[src/rtl/csr_pkg.sv]
// Shared encodings for the machine-level CSR unit.
// Op codes, CSR addresses, cause codes and FSM states.
package csr_pkg;

    localparam logic [2:0] OP_EXC   = 3'b000;
    localparam logic [2:0] OP_MRET  = 3'b001;
    localparam logic [2:0] OP_CSRRW = 3'b101;
    localparam logic [2:0] OP_CSRRS = 3'b110;
    localparam logic [2:0] OP_CSRRC = 3'b111;

    localparam logic [11:0] CSR_MSTATUS  = 12'h300;
    localparam logic [11:0] CSR_MIE      = 12'h304;
    localparam logic [11:0] CSR_MTVEC    = 12'h305;
    localparam logic [11:0] CSR_MSCRATCH = 12'h340;
    localparam logic [11:0] CSR_MEPC     = 12'h341;
    localparam logic [11:0] CSR_MCAUSE   = 12'h342;
    localparam logic [11:0] CSR_MIP      = 12'h344;
    localparam logic [11:0] CSR_MEXTIE   = 12'h7C0;
    localparam logic [11:0] CSR_MEXTIP   = 12'h7C1;
    localparam logic [11:0] CSR_MEXTID   = 12'h7C2;
    localparam logic [11:0] CSR_MCYCLE   = 12'hB00;
    localparam logic [11:0] CSR_MCYCLEH  = 12'hB80;

    localparam logic [3:0] CAUSE_MSI = 4'd3;
    localparam logic [3:0] CAUSE_MEI = 4'd11;

    typedef enum logic [1:0] {
        ST_IDLE,
        ST_IN_PROGRESS,
        ST_DONE
    } state_t;

    // New CSR value for read-write, read-set and read-clear.
    function automatic logic [31:0] csr_apply(
        input logic [2:0]  op,
        input logic [31:0] old,
        input logic [31:0] opnd
    );
        logic [31:0] res;
        res = opnd;
        if (op == OP_CSRRS) res = old | opnd;
        if (op == OP_CSRRC) res = old & ~opnd;
        return res;
    endfunction

endpackage

[src/rtl/csr_machine_irq_edge_capture.sv]
// Rising-edge capture and pending bits for external interrupt lines.
// Also picks the lowest-index line that is both pending and enabled.
module irq_edge_capture #(
    parameter int unsigned NUM_EXT_IRQ = 4
) (
    input  logic                   clk,
    input  logic                   reset_n,
    input  logic [NUM_EXT_IRQ-1:0] i_lines,
    input  logic [NUM_EXT_IRQ-1:0] i_en,
    input  logic [NUM_EXT_IRQ-1:0] i_clr,
    output logic [NUM_EXT_IRQ-1:0] o_pend,
    output logic                   o_found,
    output logic [3:0]             o_idx
);

    logic [NUM_EXT_IRQ-1:0] r_prev;
    logic [NUM_EXT_IRQ-1:0] r_pend;
    logic [NUM_EXT_IRQ-1:0] w_rise;
    logic [NUM_EXT_IRQ-1:0] w_req;

    assign w_rise = i_lines & ~r_prev;
    assign w_req  = r_pend & i_en;
    assign o_pend = r_pend;

    // Track line history; a new edge beats a same-cycle clear.
    always_ff @(posedge clk) begin
        if (!reset_n) begin
            r_prev <= '0;
            r_pend <= '0;
        end else begin
            r_prev <= i_lines;
            r_pend <= (r_pend & ~i_clr) | w_rise;
        end
    end

    // Lowest-index pending and enabled line wins.
    always_comb begin
        o_found = 1'b0;
        o_idx   = 4'd0;
        for (int i = NUM_EXT_IRQ - 1; i >= 0; i--) begin
            if (w_req[i]) begin
                o_found = 1'b1;
                o_idx   = 4'(i);
            end
        end
    end

endmodule

[src/rtl/csr_machine_irq.sv]
// Machine-mode CSR unit with edge-captured external interrupts.
// Optional 64-bit mcycle counter under CSR_CYCLE_COUNTER_EN.
module csr_machine_irq
    import csr_pkg::*;
#(
    parameter logic [31:0] IRQ_HANDLER_ADDR = 32'h00000010,
    parameter int unsigned NUM_EXT_IRQ      = 4
) (
    input  logic                   clk,
    input  logic                   reset_n,
    input  logic                   available,
    input  logic [2:0]             op,
    input  logic [11:0]            addr_exception,
    input  logic [31:0]            write_value,
    input  logic [NUM_EXT_IRQ-1:0] ext_int,
    output logic [31:0]            read_value,
    output logic                   irq_pending,
    output logic                   busy,
    output logic                   fault
);

    state_t r_state;
    state_t w_state_nxt;
    logic   r_busy;
    logic   w_busy_nxt;
    logic   w_exec;
    logic   w_fault_clr;

    logic [31:0] r_rv;
    logic        r_fault;
    logic        r_irq;

    logic        r_mie;
    logic        r_mpie;
    logic        r_meie;
    logic        r_msie;
    logic        r_msip;
    logic [29:0] r_mtvec_base;
    logic        r_mtvec_mode;
    logic [31:0] r_mscratch;
    logic [31:0] r_mepc;
    logic [31:0] r_mcause;
    logic [3:0]  r_mextid;
    logic [NUM_EXT_IRQ-1:0] r_en;

`ifdef CSR_CYCLE_COUNTER_EN
    logic [63:0] r_mcycle;
`endif

    logic [NUM_EXT_IRQ-1:0] w_pend;
    logic [NUM_EXT_IRQ-1:0] w_clr;
    logic [NUM_EXT_IRQ-1:0] w_onehot;
    logic                   w_found;
    logic [3:0]             w_idx;
    logic                   w_meip;

    logic        w_is_int;
    logic [3:0]  w_code;
    logic        w_is_mei;
    logic [31:0] w_trap;
    logic        w_is_csr;
    logic        w_wr;
    logic [31:0] w_old;
    logic        w_hit;
    logic        w_ro;
    logic [31:0] w_new;
    logic        w_commit;
    logic [31:0] w_rv;
    logic        w_fault;

    assign read_value  = r_rv;
    assign fault       = r_fault;
    assign busy        = r_busy;
    assign irq_pending = r_irq;

    assign w_is_int = addr_exception[4];
    assign w_code   = addr_exception[3:0];
    assign w_is_mei = w_is_int && (w_code == CAUSE_MEI);
    assign w_meip   = |(w_pend & r_en);

    assign w_is_csr = (op == OP_CSRRW) || (op == OP_CSRRS) ||
                      (op == OP_CSRRC);
    assign w_wr     = (op == OP_CSRRW) || (write_value != 32'd0);
    assign w_new    = csr_apply(op, w_old, write_value);
    assign w_commit = w_exec && w_is_csr && w_hit && w_wr && !w_ro;

    irq_edge_capture #(
        .NUM_EXT_IRQ(NUM_EXT_IRQ)
    ) u_edge (
        .clk     (clk),
        .reset_n (reset_n),
        .i_lines (ext_int),
        .i_en    (r_en),
        .i_clr   (w_clr),
        .o_pend  (w_pend),
        .o_found (w_found),
        .o_idx   (w_idx)
    );

    // FSM state and busy register.
    always_ff @(posedge clk) begin
        if (!reset_n) begin
            r_state <= ST_IDLE;
            r_busy  <= 1'b0;
        end else begin
            r_state <= w_state_nxt;
            r_busy  <= w_busy_nxt;
        end
    end

    // Next state: accept, execute once, then wait for request drop.
    always_comb begin
        w_state_nxt = r_state;
        w_busy_nxt  = r_busy;
        w_exec      = 1'b0;
        w_fault_clr = 1'b0;
        case (r_state)
            ST_IDLE: begin
                if (available) begin
                    w_state_nxt = ST_IN_PROGRESS;
                    w_busy_nxt  = 1'b1;
                end
            end
            ST_IN_PROGRESS: begin
                w_exec      = 1'b1;
                w_busy_nxt  = 1'b0;
                w_state_nxt = ST_DONE;
            end
            ST_DONE: begin
                if (available) begin
                    w_busy_nxt = 1'b1;
                end else begin
                    w_busy_nxt  = 1'b0;
                    w_state_nxt = ST_IDLE;
                    w_fault_clr = 1'b1;
                end
            end
            default: begin
                w_state_nxt = ST_IDLE;
                w_busy_nxt  = 1'b0;
            end
        endcase
    end

    // CSR read mux plus write-protection for the addressed register.
    always_comb begin
        w_old = 32'd0;
        w_hit = 1'b1;
        w_ro  = 1'b0;
        case (addr_exception)
            CSR_MSTATUS: begin
                w_old[3] = r_mie;
                w_old[7] = r_mpie;
            end
            CSR_MIE: begin
                w_old[3]  = r_msie;
                w_old[11] = r_meie;
            end
            CSR_MTVEC:    w_old = {r_mtvec_base, 1'b0, r_mtvec_mode};
            CSR_MSCRATCH: w_old = r_mscratch;
            CSR_MEPC: begin
                w_old = r_mepc;
                w_ro  = 1'b1;
            end
            CSR_MCAUSE: begin
                w_old = r_mcause;
                w_ro  = 1'b1;
            end
            CSR_MIP: begin
                w_old[3]  = r_msip;
                w_old[11] = w_meip;
            end
            CSR_MEXTIE: w_old[NUM_EXT_IRQ-1:0] = r_en;
            CSR_MEXTIP: begin
                w_old[NUM_EXT_IRQ-1:0] = w_pend;
                w_ro = (op != OP_CSRRC);
            end
            CSR_MEXTID: begin
                w_old[3:0] = r_mextid;
                w_ro       = 1'b1;
            end
`ifdef CSR_CYCLE_COUNTER_EN
            CSR_MCYCLE: begin
                w_old = r_mcycle[31:0];
                w_ro  = 1'b1;
            end
            CSR_MCYCLEH: begin
                w_old = r_mcycle[63:32];
                w_ro  = 1'b1;
            end
`endif
            default: w_hit = 1'b0;
        endcase
    end

    // Trap target: direct base, or vectored slot for interrupts.
    always_comb begin
        w_trap = {r_mtvec_base, 2'b00};
        if (r_mtvec_mode && w_is_int) begin
            w_trap = {r_mtvec_base, 2'b00} + {26'd0, w_code, 2'b00};
        end
    end

    // Result and fault for the executing op.
    always_comb begin
        w_rv    = r_rv;
        w_fault = 1'b0;
        case (op)
            OP_EXC:  w_rv = w_trap;
            OP_MRET: w_rv = r_mepc;
            OP_CSRRW, OP_CSRRS, OP_CSRRC: begin
                w_rv    = w_old;
                w_fault = !w_hit || (w_wr && w_ro);
            end
            default: w_fault = 1'b1;
        endcase
    end

    // Pending clears: serviced MEI line, or RC on mextip.
    always_comb begin
        w_onehot = '0;
        for (int i = 0; i < NUM_EXT_IRQ; i++) begin
            w_onehot[i] = (w_idx == 4'(i));
        end
        w_clr = '0;
        if (w_exec && (op == OP_EXC) && w_is_mei && w_found) begin
            w_clr = w_onehot;
        end else if (w_commit && (addr_exception == CSR_MEXTIP)) begin
            w_clr = write_value[NUM_EXT_IRQ-1:0];
        end
    end

    // Result registers; fault drops when the request is released.
    always_ff @(posedge clk) begin
        if (!reset_n) begin
            r_rv    <= 32'd0;
            r_fault <= 1'b0;
        end else if (w_exec) begin
            r_rv    <= w_rv;
            r_fault <= w_fault;
        end else if (w_fault_clr) begin
            r_fault <= 1'b0;
        end
    end

    // Architectural state updates on exception, MRET and CSR writes.
    always_ff @(posedge clk) begin
        if (!reset_n) begin
            r_mie        <= 1'b0;
            r_mpie       <= 1'b0;
            r_meie       <= 1'b0;
            r_msie       <= 1'b0;
            r_msip       <= 1'b0;
            r_mtvec_base <= IRQ_HANDLER_ADDR[31:2];
            r_mtvec_mode <= 1'b0;
            r_mscratch   <= 32'd0;
            r_mepc       <= 32'd0;
            r_mcause     <= 32'd0;
            r_mextid     <= 4'd0;
            r_en         <= '0;
        end else if (w_exec && (op == OP_EXC)) begin
            r_mepc   <= write_value;
            r_mcause <= {w_is_int, 27'd0, w_code};
            r_mpie   <= r_mie;
            r_mie    <= 1'b0;
            if (w_is_mei && w_found) r_mextid <= w_idx;
        end else if (w_exec && (op == OP_MRET)) begin
            r_mie  <= r_mpie;
            r_mpie <= 1'b1;
        end else if (w_commit) begin
            case (addr_exception)
                CSR_MSTATUS: begin
                    r_mie  <= w_new[3];
                    r_mpie <= w_new[7];
                end
                CSR_MIE: begin
                    r_msie <= w_new[3];
                    r_meie <= w_new[11];
                end
                CSR_MTVEC: begin
                    r_mtvec_base <= w_new[31:2];
                    r_mtvec_mode <= w_new[0];
                end
                CSR_MSCRATCH: r_mscratch <= w_new;
                CSR_MIP:      r_msip <= w_new[3];
                CSR_MEXTIE:   r_en <= w_new[NUM_EXT_IRQ-1:0];
                default: ;
            endcase
        end
    end

    // Interrupt request, registered from current enables and pendings.
    always_ff @(posedge clk) begin
        if (!reset_n) begin
            r_irq <= 1'b0;
        end else begin
            r_irq <= r_mie && ((r_meie && w_meip) || (r_msie && r_msip));
        end
    end

`ifdef CSR_CYCLE_COUNTER_EN
    // Free-running cycle counter, wraps naturally at 2^64.
    always_ff @(posedge clk) begin
        if (!reset_n) begin
            r_mcycle <= 64'd0;
        end else begin
            r_mcycle <= r_mcycle + 64'd1;
        end
    end
`endif

endmodule

[config.mk]
export PLATFORM = sky130hd
export DESIGN_NAME = csr_machine_irq
export DESIGN_NICKNAME = d
export VERILOG_FILES = /design/src/rtl/csr_pkg.sv /design/src/rtl/csr_machine_irq_edge_capture.sv /design/src/rtl/csr_machine_irq.sv
export SDC_FILE = /design/constraint.sdc
export NUM_CORES = 1
export LEC_CHECK = 0
export CAP_MARGIN = 20
export CORE_UTILIZATION = 28
export CTS_CLUSTER_SIZE = 16
export DETAILED_ROUTE_END_ITERATION = 10
export PLACE_DENSITY_LB_ADDON = 0.05
export SETUP_SLACK_MARGIN = 0.2
export SLEW_MARGIN = 15
export SYNTH_ARGS = -nofsm -noshare
export SYNTH_HDL_FRONTEND = slang
export SYNTH_SLANG_ARGS = --single-unit
[constraint.sdc]
create_clock -name clk -period 2.7 [get_ports clk]
set_input_delay 0.54 -clock clk [delete_from_list [all_inputs] [get_ports clk]]
set_output_delay 0.54 -clock clk [all_outputs]
set_load 0.02 [all_outputs]
== After elaboration in Yosys (flattened, before gate mapping) ==
Cells that the tools add are included.
W data, S select, Z words.

* Logic and storage cells: 146
* Memory bits (writable): 0
* Output and inout port bits: 35
* Memory bits (read-only): 0
* Memories: 0
* Latch bits: 0
* Input bits: 54
* Register bits after elaboration: 158

* Multipliers: 0
* Equal/unequal tests: 23
* Bitwise gates (word level): 12
* Shift-type cells: 0
* Reduce and logical (&&, ||, !) cells: 49
* Divide/modulo/power cells: 0
* Order comparisons: 0
* Add/sub/neg operators: 1
* Muxes and demuxes: 42

{| class="wikitable"
|+ Operators with widths
! kind !! count
|-
| $mux W32 || 3
|-
| $pmux W32 S3 || 1
|-
| $eq A12 B10 Y1 const B || 7
|-
| $pmux W20 S4 || 1
|-
| $eq A12 B11 Y1 const B || 3
|-
| $add A32 B6 Y32 || 1
|-
| $and A32 B32 Y32 || 1
|-
| $not A32 Y32 || 1
|-
| $or A32 B32 Y32 || 1
|-
| $reduce_bool A32 Y1 || 1
|-
| $pmux W3 S7 || 1
|-
| $reduce_and A4 Y1 || 5
|-
| $mux W1 || 19
|-
| $pmux W3 S3 || 2
|-
| $logic_and A1 B1 Y1 || 16
|-
| $and A4 B4 Y4 || 3
|-
| $mux W2 || 6
|-
| $pmux W1 S10 || 1
|-
| $reduce_and A2 Y1 || 5
|-
| $reduce_or A10 Y1 || 1
|-
| $eq A3 B3 Y1 const B || 3
|-
| $reduce_bool A3 Y1 || 3
|-
| $eq A4 B2 Y1 const B || 2
|-
| $mux W4 || 2
|-
| other kinds (23) || 38
|}

== Depth between registers and ports, before layout ==
* Word-level depth: 13
* Mapped depth: 9
* Gate-level depth less buffers: 9

== Hierarchy ==
A second synthesis with hierarchy kept.

* Cell total of the unflattened synthesis: 1,123
* Area, all modules: 8,777.2 um^2

{| class="wikitable"
|+ Modules (own cells, without submodules)
! module !! area each (um^2) !! times used !! sequential area each (um^2) !! cells each
|-
| csr_machine_irq || 8,450.6 || 1 || 3,002.9 || 1,085
|-
| irq_edge_capture || 326.6 || 1 || 160.2 || 38
|}

== Least setup slack after synthesis ==
No wires, ideal clock.

* Kind: input-to-reg
* Start: input port op[1]
* End: register r_mtvec_base[2]
* Path buffers: 3
* Required time: 2.570 ns
* Data arrival time: 2.253 ns
* Setup time: 0.130 ns
* Setup slack: 0.318 ns
* Stages: 9
* Cells stage by stage: buf_2 nand3_2 and4_1 o311a_1 nor4b_2 buf_6 buf_12 mux2i_1 nand2_1

* Word-level cells in the longest chain between the ends: 8
* Elaborated cells on any way between the ends: 22
* Those cells by class: eq/ne: 5; mux: 3; bitwise: 2; reduce/logical: 12

{| class="wikitable"
|+ Ends and longest elaborated chain
! element !! RTL line !! source
|-
| start, declared || csr_machine_irq.sv:12 || <nowiki>input logic [2:0] op,</nowiki>
|-
| $eq A3 B3 Y1, on equally long branches || csr_machine_irq.sv:81, csr_machine_irq.sv:83, csr_pkg.sv:41 ||
|-
| $logic_or A1 B1 Y1 (2 in a row) || csr_machine_irq.sv:81 || <nowiki>assign w_is_csr = (op == OP_CSRRW) || (op == OP_CSRRS) ||</nowiki>
|-
| $logic_and A1 B1 Y1 (4 in a row) || csr_machine_irq.sv:85 || <nowiki>assign w_commit = w_exec && w_is_csr && w_hit && w_wr && !w_ro;</nowiki>
|-
| $reduce_and A4 Y1 (no source line) || n/a ||
|-
| end signal, assigned || csr_machine_irq.sv:254 || <nowiki>r_mtvec_base <= IRQ_HANDLER_ADDR[31:2];</nowiki>
|-
| end signal, assigned || csr_machine_irq.sv:281 || <nowiki>r_mtvec_base <= w_new[31:2];</nowiki>
|-
| end, declared || csr_machine_irq.sv:38 || <nowiki>logic [29:0] r_mtvec_base;</nowiki>
|}

Several ways; a longest one is shown, not always the timed one.
A chain may end at the register's enable or synchronous reset.

== Final worst setup path ==
* Start: register r_mtvec_base[0]
* End: register r_rv[28], in the netlist read_value[28]

* Word-level cells in the longest chain between the ends: 3

{| class="wikitable"
|+ Ends and longest elaborated chain
! element !! RTL line !! source
|-
| $add A32 B6 Y32 || csr_machine_irq.sv:200 || <nowiki>w_trap = {r_mtvec_base, 2'b00} + {26'd0, w_code, 2'b00};</nowiki>
|-
| $mux W32 || csr_machine_irq.sv:199 || <nowiki>if (r_mtvec_mode && w_is_int) begin</nowiki>
|-
| $pmux W32 S3 || csr_machine_irq.sv:208 || <nowiki>case (op)</nowiki>
|-
| end signal, assigned || csr_machine_irq.sv:239 || <nowiki>r_rv <= w_rv;</nowiki>
|-
| end, declared || csr_machine_irq.sv:29 || <nowiki>logic [31:0] r_rv;</nowiki>
|}

Every way passes these cells.

==> impl_metrics.csv <==
group,metric,value,unit
cts,clock_path_buffers,2,
drt,vias,9444,
cts,clk_pin_slew_worst_paths,70,ps
worst_setup_path,arrival,2690,ps
finish,finalNonFillerCells,1783,
flow_run,cap_viol_max_count,0,
synth,yosysWarnings,0,
cts,cts-buffers-inserted,17,
status,status,"completed",
worst_setup_path,crit_slowest_cell,"fa_1",
cts,cts_tree,"yes",
drt,avgViaCountPerCell,5.30,
finish,fill_cells,3125,
synth,yosys.area.top_type_share,35.6,%
worst_setup_path,cp-start-kind,"flop",
cts,cts.sinks,156,
placed_design,dp.cells,1727,
synth,synth_edf_count,0,
global_routing,grtUsageTotal,23.8,%
sta,final-max-slew-violation-count,0,
cts,clock_latency,440,ps
floorplan,rows,64,
finish,stdcell_area,12700,µm²
worst_setup_path,worst-path-buf-inv,2,
floorplan,die_x,179,µm
worst_setup_path,crit_family,"compound AO/OA/AOI/OAI gates",
sta,setup_viol,0,
sta,setup_tns,0,ps
sta,rsz0062_at_grt,"no",
global_routing,grt_start_max_net_pins,68,
finish,drive_above_1_share,24.0,%
sta,min_period,2380,ps
sta,fmax,421,MHz
sta,slew_headroom,40.2,%
finish,final_nets,1433,
floorplan,ios,89,
drt,dr.pass1.iters,5,
power,peakVddDrop,0.426,mV
sta,setup_slack,323,ps
worst_setup_path,crit_chain,"ha_2, inv_1, fa_1, nor2b_1, o21ai_2, buf_12, a211o_4, o21a_1, o21ai_1, a21oi_1",
drt,drtIter0Drc,706,
floorplan,start_util,28.6,%
global_routing,busiest_layer,"met2",
synth,synth_nets,1192,
global_routing,use_met2,39.0,%
floorplan,die_area,32000,µm²
floorplan,core,30700,µm²
synth,synth-seq-cells,156,
global_routing,overflow,0,
placed_design,hpwl,25.6,mm
global_routing,grt_use_met1,32.8,%
global_routing,antenna_found_initial,0,
sta,hold_ws,417,ps
synth,syn_inst,1133,
synth,synth_commonest_cells,"nand2_1 (217), dfxtp_1 (156), a21oi_1 (127), o21ai_0 (71), nor2_1 (65)",
global_routing,grt_util_met3,2.97,%
power,leakagePower,4.67,nW
power,power_density,462,nW/µm²
synth,syn_avg_cell_area,7.73,µm²
finish,area_delta_synth_final,45.1,%
drt,ant_nets,0,
synth,synth_cell_type_count,80,
synth,synth-main-ff-cell,"dfxtp_1",
sta,post-route-period-util,88.0,%
cts,clock-root-buffer,"clkbuf_16",
synth,yosys-top-cells-area,"dfxtp_1 (36%), nand2_1 (9.3%), a21oi_1 (7.3%), mux2i_1 (7.0%), o21ai_0 (4.1%)",
global_routing,grt_pass1_wl,56.4,mm
worst_setup_path,worstSetupPathType,"flop to flop",
placed_design,numPortBuffers,88,
synth,yosysTopAreaCell,"dfxtp_1",
worst_setup_path,cp_max_fo,9,
global_routing,grt_pass1_vias,9075,
synth,yosysSeqAreaShare,35.6,%
worst_setup_path,ff2ff_setup_slack,320,ps
placed_design,dp_slack,-664,ps
worst_setup_path,cp.required,3010,ps
placed_design,gp_congestion,0.846,
worst_setup_path,cpPeakStageDelay,380,ps
synth,async_flop_share,0,%
sta,max_slew.worst_pin.slew,897,ps
worst_hold_path,min_path_type,"flop to flop",
cts,ctsHoldBuffers,0,
cts,htree_levels,4,
worst_setup_path,endpoint_kind,"flop",
drt,drt-wirelength-per-cell,21.2,µm
drt,drcViolationCount,0,
drt,routed_wl,37.8,mm
synth,syn-cell-area,8760,µm²
sta,clock_skew,10.2,ps
synth,yosysMostFrequentCell,"nand2_1",
finish,antenna_cells,0,
sta,hold_viol,0,
placed_design,post_dp_cell_area,11400,µm²
floorplan,die_height,179,µm
[through the flow]
step                power [mW]  util [%]
global route              6.08      41.5
global placement          3.19      37.1
detailed placement        3.19      37.1
floorplan                 2.73         -
CTS                       5.93      40.1
finish                    5.88      41.5
[per-layer routing]
metal  routed length [µm]  up-vias
li1                     -     4606
met3                 1640       32
met4                  573        0
met2                17700      236
met1                17900     4570
met5                    0        -
[worst reg2reg max path, delay by kind of cell, from the launching register on]
kind,cells,cell delay [ps]
AO/OA/AOI/OAI,5,940
adder cells (fa/ha/maj),2,570
buffers and inverters,2,200
flip-flops,1,340
AND/OR/NAND/NOR,1,200
[timing repair]
action,CTS,global route
gates resized for setup,51,64
endpoints found under the setup margin,94,87
setup buffers,7,15
cloned,1,1
pin swaps,13,22
[final timing paths]
path	from	cells after the start	endpoint
hold / removal	u_edge.r_prev[0]	1	u_edge.o_pend[0]
hold reg to reg	u_edge.r_prev[0]	1	u_edge.o_pend[0]
setup reg to reg	r_mtvec_base[0]	10	read_value[28]
setup / recovery	r_mtvec_base[0]	10	read_value[28]
[report_power, final]
part / leakage [nW] / internal, mW / switching (mW)
Combinational: 3.10 / 0.347 / 0.462
Clock: 0.307 / 1.61 / 1.08
Sequential: 1.26 / 2.35 / 0.0327
Total: 4.67 / 4.30 / 1.58
[kinds of logic (layout without fill, tap and decap cells)]
group,count (synthesis),after routing,synth area share (%)
fa+ha+maj,5,5,0.800
xor+xnor,14,14,1.40
flops,156,156,35.6
buf+inv,122,376,6.10
compound gates,357,357,26.3
simple gates,417,417,22.6
mux,62,62,7.10
[state kept, by name, indices dropped and copies added, names as in the netlist]
| signal | flops |
|---|---|
| busy | 1 |
| fault | 1 |
| irq_pending | 1 |
| r_en | 4 |
| r_mcause | 5 |
| r_meie | 1 |
| r_mepc | 32 |
| r_mextid | 2 |
| r_mie | 1 |
| r_mpie | 1 |
| r_mscratch | 32 |
| r_msie | 1 |
| r_msip | 1 |
| r_mtvec_base | 30 |
| r_mtvec_mode | 1 |
| r_state | 2 |
| read_value | 32 |
| u_edge.o_pend | 4 |
| u_edge.r_prev | 4 |
[layout make-up]
class	count	area (µm²)	share of cell area (%)
tap	396	495	3.90
multi-input combinational	855	5490	43.2
clock inverter	12	188	1.48
sequential	156	3120	24.6
timing repair buffer	306	2810	22.1
clock buffer	20	457	3.59
inverter	38	144	1.13
[layout by cell type (no fill, tap or decap), drive strengths merged, types with 4 or more instances in the layout]
master and instances:
dlymetal6s2s 19, dfxtp 156, a21oi 127, nor3 22
o21ai 78, nand3 16, buf 218, nand3b 7
or4 5, ha 4, dlygate4sd2 5, o32ai 22
a22oi 7, bufinv 4, o31a 9, or3 6
nand2 217, nor2 68, clkbuf 24, inv 37
a211oi 16, o21a 5, clkdlybuf4s50 60, a2111oi 6
o211ai 7, nor4 25, mux2i 61, o31ai 28
clkinv 7, and4 6, a22o 8, nor4b 7
and2 8, xnor2 11, a21o 5, nand4 8
o221a 4, o211a 5
No activity file was read; power rests on OpenSTA's default activity.
